**src/rtl/conway_board_reader_if.sv**
```systemverilog
// Row-stream bus between the board reader and a display or UART back-end.
// The master drives one board row per beat; the slave applies backpressure with out_ready.
interface conway_board_reader_if #(
  parameter int ROWS = 8,
  parameter int COLS = 8
);
  localparam int ROW_W = $clog2(ROWS);

  logic [COLS-1:0]  out_data;
  logic [ROW_W-1:0] out_row;
  logic             out_valid;
  logic             out_ready;
  logic             out_last;

  modport master (
    output out_data, out_row, out_valid, out_last,
    input  out_ready
  );

  modport slave (
    input  out_data, out_row, out_valid, out_last,
    output out_ready
  );
endinterface

```
**src/rtl/conway_board_reader.sv**
```systemverilog
// Snapshots the Game of Life cell array on start and streams it row by row.
// It also reports the live-cell population of the captured generation.
module conway_board_reader #(
  parameter  int ROWS  = 8,
  parameter  int COLS  = 8,
  localparam int ROW_W = $clog2(ROWS),
  localparam int POP_W = $clog2(ROWS*COLS+1)
) (
  input  logic                   clk,
  input  logic                   rst,
  input  logic                   start,
  input  logic [ROWS*COLS-1:0]   board_q,
  conway_board_reader_if.master  bus,
  output logic                   busy,
  output logic [POP_W-1:0]       population,
  output logic                   pop_valid,
  output logic                   overrun
);

  typedef enum logic {IDLE, SEND} state_t;

  state_t               state, state_next;
  logic [ROWS*COLS-1:0] snapshot;
  logic [ROW_W-1:0]     row;
  logic [POP_W-1:0]     acc;
  logic [COLS-1:0]      row_data;
  logic [POP_W-1:0]     row_pop;
  logic                 row_is_last;
  logic                 capture;
  logic                 fire;

  function automatic logic [POP_W-1:0] popcount(input logic [COLS-1:0] v);
    logic [POP_W-1:0] n;
    n = '0;
    for (int i = 0; i < COLS; i++) n = n + POP_W'(v[i]);
    return n;
  endfunction

  assign row_data    = snapshot[int'(row)*COLS +: COLS];
  assign row_pop     = popcount(row_data);
  assign row_is_last = (row == ROW_W'(ROWS-1));

  // Beat outputs come only from registered state, so out_valid never sees out_ready.
  assign bus.out_valid = (state == SEND);
  assign bus.out_data  = row_data;
  assign bus.out_row   = row;
  assign bus.out_last  = (state == SEND) && row_is_last;
  assign busy          = (state == SEND);

  always_comb begin
    // NOTE: every signal gets a default first so no path leaves it unassigned (no latch).
    state_next = state;
    capture    = 1'b0;
    fire       = 1'b0;
    case (state)
      IDLE: begin
        if (start) begin
          capture    = 1'b1;
          state_next = SEND;
        end
      end
      SEND: begin
        if (bus.out_ready) begin
          fire = 1'b1;
          if (row_is_last) state_next = IDLE;
        end
      end
      default: state_next = IDLE;
    endcase
  end

  // NOTE: state registers use <= so every flop samples the pre-edge values together.
  always_ff @(posedge clk) begin
    if (rst) begin
      state      <= IDLE;
      // NOTE: the snapshot is plain flops, not RAM, so it can and does clear on reset.
      snapshot   <= '0;
      row        <= '0;
      acc        <= '0;
      population <= '0;
      pop_valid  <= 1'b0;
      overrun    <= 1'b0;
    end else begin
      state     <= state_next;
      pop_valid <= 1'b0;
      if (capture) begin
        snapshot <= board_q;
        row      <= '0;
        acc      <= '0;
      end
      if (fire) begin
        acc <= acc + row_pop;
        if (row_is_last) begin
          population <= acc + row_pop;
          pop_valid  <= 1'b1;
        end else begin
          row <= row + 1'b1;
        end
      end
      // A request arriving mid-frame is dropped, but remembered until reset.
      if (start && state == SEND) overrun <= 1'b1;
    end
  end

endmodule

```
**src/flat_wrapper.sv**
```systemverilog
// flat-port wrapper written by rule: the top's interface ports become plain ports
module conway_board_reader_flat 
#(
  parameter  int ROWS  = 8,
  parameter  int COLS  = 8,
  localparam int ROW_W = $clog2(ROWS),
  localparam int POP_W = $clog2(ROWS*COLS+1)
)
  (clk, rst, start, board_q, busy, population, pop_valid, overrun, bus_out_data, bus_out_row, bus_out_valid, bus_out_last, bus_out_ready);
  conway_board_reader_if #(.ROWS(ROWS), .COLS(COLS)) bus_i ();
  input  logic clk;
  input  logic rst;
  input  logic start;
  input  logic [ROWS*COLS-1:0] board_q;
  output logic busy;
  output logic [POP_W-1:0] population;
  output logic pop_valid;
  output logic overrun;
  output wire logic [$bits(bus_i.out_data)-1:0] bus_out_data;
  output wire logic [$bits(bus_i.out_row)-1:0] bus_out_row;
  output wire logic [$bits(bus_i.out_valid)-1:0] bus_out_valid;
  output wire logic [$bits(bus_i.out_last)-1:0] bus_out_last;
  input wire logic [$bits(bus_i.out_ready)-1:0] bus_out_ready;
  assign bus_out_data = bus_i.out_data;
  assign bus_out_row = bus_i.out_row;
  assign bus_out_valid = bus_i.out_valid;
  assign bus_out_last = bus_i.out_last;
  assign bus_i.out_ready = bus_out_ready;
  conway_board_reader #(.ROWS(ROWS), .COLS(COLS)) u_core (.clk(clk), .rst(rst), .start(start), .board_q(board_q), .bus(bus_i), .busy(busy), .population(population), .pop_valid(pop_valid), .overrun(overrun));
endmodule
```
**config.mk**
```make
export PLATFORM = sky130hd
export DESIGN_NAME = conway_board_reader_flat
export DESIGN_NICKNAME = d
export VERILOG_FILES = /design/src/rtl/conway_board_reader_if.sv /design/src/rtl/conway_board_reader.sv /design/src/flat_wrapper.sv
export SDC_FILE = /design/constraint.sdc
export NUM_CORES = 1
export LEC_CHECK = 0
export ABC_AREA = 1
export BUFFER_PORTS_ARGS = -buffer_cell sky130_fd_sc_hd__buf_4
export CORE_MARGIN = 2
export CORE_UTILIZATION = 49
export DETAILED_ROUTE_END_ITERATION = 6
export GPL_ROUTABILITY_DRIVEN = 0
export GPL_TIMING_DRIVEN = 0
export PLACE_DENSITY = 0.86
export SETUP_SLACK_MARGIN = 0.3
export SLEW_MARGIN = 0
export SYNTH_ARGS = -nofsm -noshare
export SYNTH_HDL_FRONTEND = slang
export SYNTH_SLANG_ARGS = --single-unit
```
**constraint.sdc**
```tcl
create_clock -name clk -period 3.75 [get_ports clk]
set_input_delay 0.1875 -clock clk [delete_from_list [all_inputs] [get_ports clk]]
set_output_delay 0.1875 -clock clk [all_outputs]
set_load 0.02 [all_outputs]
```
# After elaboration in Yosys (flattened, before gate mapping)
# Index checks and enable logic that the tools add are counted.
# classes
n_eq_ne	1
bitwise_logic	2
shift	1
n_addsub	9
reduce_logical	5
n_mux	13
# ops
op	n
$shiftx A64 B7 Y8	1
$add A7 B1 Y7	6
$mux W7	2
$mux W3	3
$add A7 B7 Y7	1
$mux W1	7
$add A3 B1 Y3 const B	1
$eq A3 B3 Y1 const B	1
$add A1 B1 Y2	1
$logic_and A1 B1 Y1	2
$not A1 Y1	2
$pmux W1 S2	1
$reduce_and A2 Y1	1
$reduce_bool A2 Y1	1
$reduce_or A2 Y1	1
# totals
reg_bits	84
out_inout_bits	23
word_cells	38
in_bits	68

# Depth between registers and ports, before layout
# Gate-level depths: netlist of run 1.
# depth
ltp_word	10
mapped_depth	22
mapped_depth_nobuf	21

# Worst setup path before layout of run 1
# OpenSTA, ideal clock, no wires.
# synth_timing
kind	register to register
start	register u_core.row[1], in the netlist u_core.bus.out_row[1]
end	register u_core.acc[4]
setup_ns	0.132
path_slack_ns	-0.501
path_buffers	2
t_arrival_ns	4.118
stages_incl_launch_ff	23
cell_sequence	dfxtp_1 > buf_2 > buf_2 > o21ai_1 > o32ai_2 > nand2_1 > nand2_1 > ha_1 > inv_1 > fa_1 > fa_1 > fa_1 > inv_1 > ha_1 > inv_1 > fa_1 > inv_1 > nand2_1 > nand2_1 > nand2_1 > xnor2_1 > nand2_1 > a21oi_1
# synth_via
elab_chain_cells	10
# synth_rtl
element	line_no	text
from (decl)	conway_board_reader.sv:24	logic [ROW_W-1:0] row;
from (signal assigned)	conway_board_reader.sv:97	row <= row + 1'b1;
$shiftx A64 B7 Y8	conway_board_reader.sv:39	assign row_data = snapshot[int'(row)*COLS +: COLS];
via bus_out_data[1]	flat_wrapper.sv:19	output wire logic [$bits(bus_i.out_data)-1:0] bus_out_data;
$add A1 B1 Y2	conway_board_reader.sv:35	for (int i = 0; i < COLS; i++) n = n + POP_W'(v[i]);
$add A7 B1 Y7 (6 in series)	conway_board_reader.sv:35	
$add A7 B7 Y7	conway_board_reader.sv:92	acc <= acc + row_pop;
$mux W7	conway_board_reader.sv:91	if (fire) begin
to (signal assigned)	conway_board_reader.sv:92	
to (decl)	conway_board_reader.sv:25	logic [POP_W-1:0] acc;
# The timed path passes the listed nets, and every way through them passes these cells.
# A chain may end at the register's enable or synchronous reset.

# Worst setup path after layout of run 1
# layout_timing
start	register u_core.row[0], in the netlist u_core.bus.out_row[0]
end	register u_core.acc[4]
# layout_via
elab_chain_cells	10
# layout_rtl
element	line_no
$shiftx A64 B7 Y8 (*)	conway_board_reader.sv:39
$add A1 B1 Y2	conway_board_reader.sv:35
$add A7 B1 Y7 (5 in series)	conway_board_reader.sv:35
$add A7 B1 Y7 (*)	conway_board_reader.sv:35
$add A7 B7 Y7 (*)	conway_board_reader.sv:92
$mux W7 (*)	conway_board_reader.sv:91
# Every way passes the cells marked *; elsewhere a longest branch is shown, timed or not.

==> results of run 1 <==
area by class of cell:
type / count / area share (%)
buffer: 33 / 4.175
clock buffer: 13 / 3.184
clock inverter: 3 / 0.8255
inverter: 39 / 2.807
multi-input combinational: 407 / 39.36
sequential: 84 / 31.86
tap: 102 / 2.406
timing repair buffer: 106 / 15.38
cells in the mapped netlist (4+ instances only):
cell        n
nor2_1    180
dfxtp_1    84
clkbuf_1   12
o21ai_1    84
ha_1       14
nand3_1    13
inv_2      13
buf_2      17
fa_1        4
inv_1      24
nand2_1    59
a21oi_1    14
o21ai_0    23
cell families (layout without fill, tap and decap cells):
family,count (synthesis),in the layout,share of synthesized area (%)
AO/OA/AOI/OAI,131,131,17.80
XOR/XNOR,1,1,0.2206
adder cells (fa/ha/maj),18,18,6.427
buffers and inverters,72,194,7.908
flip-flops,84,84,42.34
multiplexers,3,3,0.7562
AND/OR/NAND/NOR,254,254,24.54
final timing paths:
path	endpoint	start	slack [ns]	depth (start not counted)
worst max register to register	u_core.acc[4]$_SDFFE_PP0P_	u_core.bus.out_row[0]$_SDFF_PP0_	-0.41	22
worst min-delay path	u_core.bus.out_row[2]$_SDFF_PP0_	rst	0.03	2
worst min register to register	u_core.population[5]$_SDFFE_PP0P_	u_core.population[5]$_SDFFE_PP0P_	0.46	2
worst max-delay path	u_core.acc[4]$_SDFFE_PP0P_	u_core.bus.out_row[0]$_SDFF_PP0_	-0.41	22
sequential cells by signal, summed over array words and instances (netlist names):
register	count
u_core.bus.out_valid	1
u_core.overrun	1
u_core.pop_valid	1
u_core.snapshot	64
u_core.acc	7
u_core.population	7
u_core.bus.out_row	3
critical path: cells and delay by family, from the launching register on:
kind                     cells  cell delay [ns]
AO/OA/AOI/OAI                2             0.39
XOR/XNOR                     1             0.16
adder cells (fa/ha/maj)      6             2.05
flip-flops                   1             0.41
buffers and inverters        6             0.49
AND/OR/NAND/NOR              7             0.60
per-layer routing:
| layer | vias to the layer above | GRT usage [%] | routed length, µm |
|---|---|---|---|
| met1 | 1910 | 34.55 | 4678 |
| met2 | 265 | 43.75 | 5351 |
| met4 | 0 | 13.89 | 359 |
| met3 | 38 | 3.772 | 1106 |
| met5 | - | 0 | 0 |
| li1 | 2039 | - | - |
through the flow:
stage / instances / utilization, %
2_1_floorplan: 563 / -
3_3_place_gp: 755 / 61.79
3_5_place_dp: 755 / 61.79
4_1_cts: 783 / 67.45
5_1_grt: 787 / 67.95
6_report: 787 / 67.95
report_power, final:
part           leakage [nW]  total [mW]  switching [mW]  internal, mW
sequential            0.694       0.995          0.0422         0.953
clock                 0.110       0.680           0.317         0.363
combinational          1.72       0.631           0.351         0.280
total                  2.52        2.31           0.710          1.60
what timing repair did:
action,4_1_cts,5_1_grt
hold buffers,0,0
resized for setup,35,3
setup buffers,11,4
setup endpoints to repair,14,14
cloned,1,0
pin swaps,15,3
==> out/qor.csv, run 1 <==
stage;metric;value;unit
power;total power;2.305;mW
sta;Fmax;240.1;MHz
synthesis;ys flop type;dfxtp_1;
routing;WL/cell;14.61;µm
global_route;pin count of the biggest net entering global routing;14;
floorplan;Initial Utilization;50.87;%
sta;period utilization;111.1;%
clock_tree;CTS Root Cell;clkbuf_8;
floorplan;CORE AREA;7807;µm²
synthesis;register area share after synthesis;42.34;%
run;Max Cap Viol;0;
sta;final-report setup violation count;12;
clock_tree;clk sinks;84;
routing;detailed-router iteration count before antenna repair;6;
synthesis;Mean Syn Cell Area;7.054;µm²
routing;initial drt markers;359;
critical_path;CP max stage cell;fa_1;
synthesis;Netlist Area Pre-Place;3971;µm²
routing;Antenna Violating Nets Remaining;0;
clock_tree;H-Tree Level Count;3;
final_layout;commonest non-fill, non-tap cell in the layout;nor2_1;
synthesis;synthesized flop and latch total;84;
placement;I/O Buffers;90;
final_layout;Area Overhead vs Synth;33.59;%
final_layout;multi-input logic area;2088;µm²
sta;RSZ-0062 raised after global routing;yes;
final_layout;Final #Nets;766;
floorplan;total die area;8841;µm²
routing;# DRC;0;
sta;final setup skew;0.01216;ns
global_route;global route total overflow;0;
synthesis;async set or reset register ratio after synthesis;0;%
critical_path;Critical Path Max Stage Delay;0.51;ns
routing;Avg Vias per Cell;5.403;
final_layout;Antenna diodes;0;
synthesis;synth warn;0;
final_layout;finished layout cell area;5305;µm²
outcome;failing checks;negative setup slack;
power;Static Leak;2.523;nW
placement;Setup WS pre-CTS;-0.5152;ns
clock_tree;CTS tree;built;
synthesis;area leader, netlist;dfxtp_1;
final_layout;layout cell share with drive strength beyond 1;29.05;%
power;Power Density;434.5;nW/µm²
critical_path;worst endpoint required time;4.04;ns
global_route;Total GRT Usage;26.84;%
synthesis;top post-synthesis cells by area;dfxtp_1 42%, nor2_1 17%, o21ai_1 11%;
critical_path;CP Capture Type;flop;
clock_tree;CTS buffer count;9;
sta;Worst Setup Slack, final;-0.4148;ns
sta;Hold WS;0.02773;ns
synthesis;Distinct cells, synth;23;
routing;via count;4252;
synthesis;EDFF count, synth;0;
final_layout;Reg area;1690;µm²
clock_tree;worst-case clock buffer depth;2;
floorplan;DIE WIDTH;94.03;µm
final_layout;most frequent cells in the layout;178 x nor2_1, 107 x buf_4, 81 x o21ai_1, 81 x dfxtp_1, 49 x nand2_1;
sta;final hold vios;0;
critical_path;crit path launch type;flop;
placement;Final HPWL DP;7.921;mm
floorplan;row cnt;32;
critical_path;CP cell instances;buf_8, buf_8, nor2_2, o32ai_2, nand2_1, nand2_4, ha_4, inv_2, fa_1, fa_1, fa_2, inv_2, ha_4, inv_2, fa_2, inv_2, nand2_2, nand2_2, nand2_2, xnor2_2, nand2_1, a21oi_2;
sta;Worst Tran Pin Value;0.5659;ns
critical_path;critical path class;flop to flop;
floorplan;die height;94.03;µm
synthesis;post-synth top area share;42.34;%
min_path;Hold Crit Class;input port to flop;
final_layout;Filler cells;647;
clock_tree;clock-pin transition on the worst setup and hold timing paths;0.09;ns
power;Worst VDD drop;0.0002128;V
synthesis;Mapped Cells;563;
outcome;run status;finished with violations;
critical_path;Critical Path AT;4.45;ns
clock_tree;Worst-Skew Late Latency;0.35;ns
floorplan;IO Pins;91;
routing;total wire length;11.50;mm
sta;Final Max Tran Viols;0;
sta;Rel. slew slack;62.27;%
critical_path;crit path max fanout;5;
critical_path;Crit path top cell by count;inv_2;
global_route;initial antenna violation count;0;
global_route;first-pass GRT wire length;18.47;mm
synthesis;Syn Nets;649;
global_route;vias in the first global route;4048;
placement;placed cell area;4825;µm²
sta;setup TNS;-2.887;ns
sta;fin crit period;4.165;ns
No activity file was read; power rests on OpenSTA's default activity.
==> run 2: changes to the inputs <==
Settings changed: SETUP_SLACK_MARGIN 0.3 to unset.
==> out/qor.csv, run 2 (synthesis gave the netlist of run 1 again) <==
stage;metric;value;unit
run;Max Cap Viol;0;
critical_path;Critical Path AT;4.30;ns
sta;Fmax;245.3;MHz
floorplan;CORE AREA;7807;µm²
global_route;GR Util met1;34.34;%
floorplan;DIE WIDTH;94.03;µm
global_route;gr busiest metal;met2;
global_route;first-pass GRT wire length;18.38;mm
global_route;Total GRT Usage;26.62;%
clock_tree;CTS Root Cell;clkbuf_8;
critical_path;crit path max fanout;5;
global_route;met2 usage;44.52;%
outcome;run status;finished with violations;
critical_path;crit path launch type;flop;
clock_tree;worst-case clock buffer depth;2;
placement;Final HPWL DP;8.068;mm
critical_path;WP buf/inv;6;
clock_tree;H-Tree Level Count;3;
power;total power;2.255;mW
global_route;initial antenna violation count;0;
floorplan;row cnt;32;
global_route;vias in the first global route;4010;
placement;Setup WS pre-CTS;-0.4987;ns
critical_path;CP cell instances;buf_8, buf_8, nor2_1, o32ai_2, nand2_1, nand2_4, ha_4, inv_2, fa_1, fa_1, fa_1, inv_2, ha_4, inv_2, fa_2, inv_2, nand2_2, nand2_2, nand2_2, xnor2_2, nand2_1, a21oi_1;
routing;# DRC;0;
sta;RSZ-0062 raised after global routing;yes;
sta;final hold vios;0;
clock_tree;CTS buffer count;9;
final_layout;layout cell share with drive strength beyond 1;29.03;%
critical_path;Critical Path Max Stage Delay;0.51;ns
placement;placed cell area;4825;µm²
floorplan;Initial Utilization;50.87;%
sta;Worst Tran Pin Value;0.5525;ns
critical_path;critical path class;flop to flop;
clock_tree;clock-pin transition on the worst setup and hold timing paths;0.09;ns
min_path;Hold Crit Class;input port to flop;
sta;Worst Setup Slack, final;-0.3265;ns
routing;Antenna Violating Nets Remaining;0;
global_route;pin count of the biggest net entering global routing;14;
clock_tree;Worst-Skew Late Latency;0.36;ns
final_layout;finished layout cell area;5315;µm²
power;Power Density;424.2;nW/µm²
sta;final-report setup violation count;9;
floorplan;IO Pins;91;
routing;WL/cell;15.25;µm
critical_path;worst endpoint required time;3.98;ns
floorplan;die height;94.03;µm
critical_path;Crit path top cell by count;inv_2;
sta;fin crit period;4.077;ns
final_layout;Filler cells;613;
clock_tree;CTS tree;built;
outcome;failing checks;negative setup slack;
global_route;GR Util met3;3.692;%
power;Worst VDD drop;0.0002257;V
sta;Final Max Tran Viols;0;
routing;initial drt markers;444;
final_layout;Final #Nets;763;
routing;detailed-router iteration count before antenna repair;6;
sta;Rel. slew slack;63.17;%
power;Static Leak;2.518;nW
floorplan;total die area;8841;µm²
final_layout;Area Overhead vs Synth;33.84;%
routing;total wire length;11.96;mm
sta;final setup skew;0.01198;ns
routing;Avg Vias per Cell;5.477;
placement;I/O Buffers;90;
critical_path;CP Capture Type;flop;
final_layout;most frequent cells in the layout;177 x nor2_1, 102 x buf_4, 81 x dfxtp_1, 80 x o21ai_1, 48 x nand2_1;
placement;placed instance count;755;
final_layout;Antenna diodes;0;
global_route;global route total overflow;0;
final_layout;max reg flops;64;
routing;via count;4294;
final_layout;largest registers;u_core.snapshot x64, u_core.acc x7, u_core.population x7;
final_layout;commonest non-fill, non-tap cell in the layout;nor2_1;
clock_tree;clk sinks;84;
critical_path;CP max stage cell;fa_1;
final_layout;Final Core Density;68.08;%
critical_path;Worst path top cell family by delay;adder cells;
final_layout;non-filler instance count after layout;784;
final_layout;Largest Register;u_core.snapshot;
sta;period utilization;108.7;%
-- run 2: final cells by class --
type | instances | area, µm² | share of cell area, %
Clock buffer | 13 | 170.2 | 3.202
Sequential cell | 84 | 1690 | 31.80
Tap cell | 102 | 127.6 | 2.401
Inverter | 39 | 148.9 | 2.801
Buffer | 33 | 214.0 | 4.025
Timing Repair Buffer | 103 | 798.3 | 15.02
Multi-Input combinational cell | 407 | 2147 | 40.40
Clock inverter | 3 | 18.77 | 0.3531
-- run 2: power breakdown --
| part | internal (mW) | switching [mW] |
|---|---|---|
| logic | 0.274 | 0.360 |
| clock network | 0.299 | 0.324 |
| registers | 0.953 | 0.0445 |
| total | 1.53 | 0.729 |
-- run 2: through the flow --
step	hold slack, ns	TNS (ns)
floorplan	0.2562	-0.8480
global placement	0.3889	-2.720
detailed placement	0.3912	-3.483
CTS	0.01948	-1.247
global route	0.02402	-2.993
finish	0.03543	-1.833
-- run 2: layer usage --
metal / vias to the layer above / wire (µm) / share of wire (%)
li1: 2047 / - / -
met1: 1949 / 4903 / 41
met2: 245 / 5581 / 47
met3: 53 / 987 / 8.3
met4: 0 / 486 / 4.1
met5: - / 0 / 0
-- run 2: path summary, 6_finish.rpt --
path | depth (start not counted) | slack, ns | to | start
max | 22 | -0.33 | u_core.acc[4]$_SDFFE_PP0P_ | u_core.bus.out_row[0]$_SDFF_PP0_
min | 2 | 0.04 | u_core.bus.out_row[2]$_SDFF_PP0_ | rst
max reg2reg | 22 | -0.33 | u_core.acc[4]$_SDFFE_PP0P_ | u_core.bus.out_row[0]$_SDFF_PP0_
min reg2reg | 2 | 0.45 | u_core.population[6]$_SDFFE_PP0P_ | u_core.population[6]$_SDFFE_PP0P_
-- run 2: worst reg2reg max path, cell delays in order, from the launching register on --
cell and delay (ns):
dfxtp_4 0.41, buf_8 0.13, buf_8 0.11, nor2_1 0.05, o32ai_2 0.26, nand2_1 0.13, nand2_4 0.10, ha_4 0.20
inv_2 0.05, fa_1 0.43, fa_1 0.51, fa_1 0.42, inv_2 0.08, ha_4 0.13, inv_2 0.04, fa_2 0.35
inv_2 0.07, nand2_2 0.06, nand2_2 0.08, nand2_2 0.07, xnor2_2 0.13, nand2_1 0.09, a21oi_1 0.07
-- run 2: repair_timing --
| action | CTS | global route |
|---|---|---|
| pin swaps | 6 | 8 |
| gates cloned | 0 | 1 |
| setup endpoints to repair | 12 | 12 |
| gates resized for setup | 21 | 25 |
| buffers inserted | 10 | 2 |
| hold buffers | 0 | 0 |
==> run 3: changes to the inputs <==
Settings changed: REMOVE_ABC_BUFFERS set to 1.
==> out/qor.csv, run 3 (synthesis gave the netlist of run 1 again) <==
stage;metric;value;unit
outcome;run status;finished with violations;
outcome;failing checks;negative setup slack;
final_layout;Final #Nets;735;
placement;placed cell area;4632;µm²
floorplan;DIE WIDTH;94.03;µm
critical_path;crit path max fanout;31;
routing;initial drt markers;226;
global_route;first-pass GRT wire length;16.57;mm
critical_path;Critical Path AT;4.37;ns
power;Power Density;445.2;nW/µm²
final_layout;Final Core Density;65.72;%
critical_path;critical path class;flop to flop;
final_layout;largest registers;u_core.snapshot x64, u_core.acc x7, u_core.population x7;
min_path;Hold Crit Class;input port to flop;
floorplan;CORE AREA;7807;µm²
routing;via count;3886;
clock_tree;clock-pin transition on the worst setup and hold timing paths;0.09;ns
routing;Avg Vias per Cell;5.140;
critical_path;crit path launch type;flop;
routing;detailed-router iteration count before antenna repair;5;
routing;WL/cell;13.59;µm
routing;total wire length;10.28;mm
clock_tree;H-Tree Level Count;3;
sta;RSZ-0062 raised after global routing;yes;
final_layout;max reg flops;64;
global_route;Total GRT Usage;23.64;%
clock_tree;CTS buffer count;9;
sta;Fmax;245.1;MHz
clock_tree;CTS tree;built;
sta;final-report setup violation count;10;
placement;Final HPWL DP;6.363;mm
final_layout;Area Overhead vs Synth;29.21;%
final_layout;finished layout cell area;5131;µm²
final_layout;Largest Register;u_core.snapshot;
sta;period utilization;108.8;%
clock_tree;clk sinks;84;
routing;# DRC;0;
final_layout;commonest non-fill, non-tap cell in the layout;nor2_1;
sta;Final Max Tran Viols;0;
sta;Worst Tran Pin Value;1.046;ns
floorplan;row cnt;32;
sta;fin crit period;4.080;ns
placement;Setup WS pre-CTS;-1.932;ns
global_route;vias in the first global route;3690;
final_layout;Filler cells;639;
sta;Worst Setup Slack, final;-0.3303;ns
floorplan;total die area;8841;µm²
power;Worst VDD drop;0.0002050;V
clock_tree;CTS Root Cell;clkbuf_8;
clock_tree;Worst-Skew Late Latency;0.35;ns
clock_tree;worst-case clock buffer depth;2;
final_layout;layout cell share with drive strength beyond 1;26.76;%
floorplan;IO Pins;91;
global_route;pin count of the biggest net entering global routing;69;
placement;I/O Buffers;90;
min_path;hold path cells;3;
routing;Antenna Violating Nets Remaining;0;
power;Static Leak;2.419;nW
sta;Rel. slew slack;30.29;%
clock_tree;CTS Hold Buffers Added;0;
critical_path;CP Capture Type;flop;
sta;final hold vios;0;
floorplan;Initial Utilization;50.87;%
run;Max Cap Viol;0;
critical_path;worst endpoint required time;4.04;ns
final_layout;most frequent cells in the layout;180 x nor2_1, 101 x buf_4, 83 x o21ai_1, 82 x dfxtp_1, 49 x nand2_1;
sta;final setup skew;0.01240;ns
global_route;global route total overflow;0;
sta;setup TNS;-1.775;ns
floorplan;die height;94.03;µm
global_route;initial antenna violation count;0;
critical_path;worst-case reg-to-reg path depth;21;
final_layout;Antenna diodes;0;
-- run 3: cell count changes in the layout (fill, tap and decap cells not counted), moves of 3 or more --
| cell | previous run | this run |
|---|---|---|
| o21ai_1 | 80 | 83 |
| nor2_1 | 177 | 180 |
| o21ai_2 | 7 | 4 |
| clkbuf_1 | 13 | 1 |
| buf_2 | 13 | 0 |
| nor2_2 | 5 | 1 |
| buf_8 | 3 | 0 |
| nand2_4 | 3 | 0 |
-- run 3: cell type report --
class	count	area [µm²]	share of cell area, %
clock buffers	13	168.9	3.292
repair buffers	108	854.6	16.65
multi-input cells	407	2090	40.72
inverters	39	157.7	3.072
well taps	102	127.6	2.487
flip-flops and latches	84	1689	32.92
clock inverters	3	43.79	0.8535
-- run 3: path summary, 6_finish.rpt --
| kind | start | to | slack (ns) |
|---|---|---|---|
| worst min-delay path | board_q[36] | u_core.snapshot[36]$_SDFFE_PP0P_ | 0.05 |
| worst max register to register | u_core.bus.out_row[0]$_SDFF_PP0_ | u_core.acc[4]$_SDFFE_PP0P_ | -0.33 |
| worst max-delay path | u_core.bus.out_row[0]$_SDFF_PP0_ | u_core.acc[4]$_SDFFE_PP0P_ | -0.33 |
| worst min register to register | u_core.population[5]$_SDFFE_PP0P_ | u_core.population[5]$_SDFFE_PP0P_ | 0.46 |
-- run 3: critical path, cell delays in order (launching register included) --
cell and delay [ns]:
dfxtp_4 0.41, inv_8 0.18, nor2_1 0.07, o32ai_2 0.20, nand2_1 0.14, nand2_2 0.12, ha_4 0.21, inv_2 0.05
fa_1 0.42, fa_1 0.53, fa_1 0.43, inv_2 0.08, ha_4 0.14, inv_2 0.04, fa_2 0.36, inv_2 0.08
nand2_2 0.06, nand2_2 0.09, nand2_2 0.07, xnor2_2 0.13, nand2_1 0.09, a21oi_1 0.13
-- run 3: timing repair --
| item | 4_1_cts | 5_1_grt |
|---|---|---|
| buffers inserted | 13 | 5 |
| endpoints found under the setup margin | 14 | 12 |
| resized for setup | 22 | 19 |
| cloned | 0 | 0 |
| pin swaps | 3 | 5 |
-- run 3: where the power goes --
part | total, mW | internal, mW | switching (mW)
clock network | 0.676 | 0.363 | 0.313
registers | 0.989 | 0.953 | 0.0361
logic | 0.620 | 0.274 | 0.345
total | 2.28 | 1.59 | 0.694
-- run 3: layer usage --
layer | vias to the layer above | global-route usage (%) | routed length [µm]
met5 | - | 0 | 0
met4 | 0 | 9.420 | 216
met3 | 18 | 4.173 | 560
met2 | 128 | 40.71 | 5103
met1 | 1758 | 29.22 | 4394
li1 | 1982 | - | -
-- run 3: per-stage QoR --
| step | hold WS [ns] | instances | power [mW] |
|---|---|---|---|
| after CTS | 0.04103 | 752 | 2.216 |
| after global routing | 0.04027 | 756 | 2.400 |
| after global placement | 0.4071 | 722 | 1.466 |
| final | 0.05119 | 756 | 2.284 |
| after detailed placement | 0.4138 | 723 | 1.489 |
| after floorplan | 0.2566 | 530 | 1.308 |
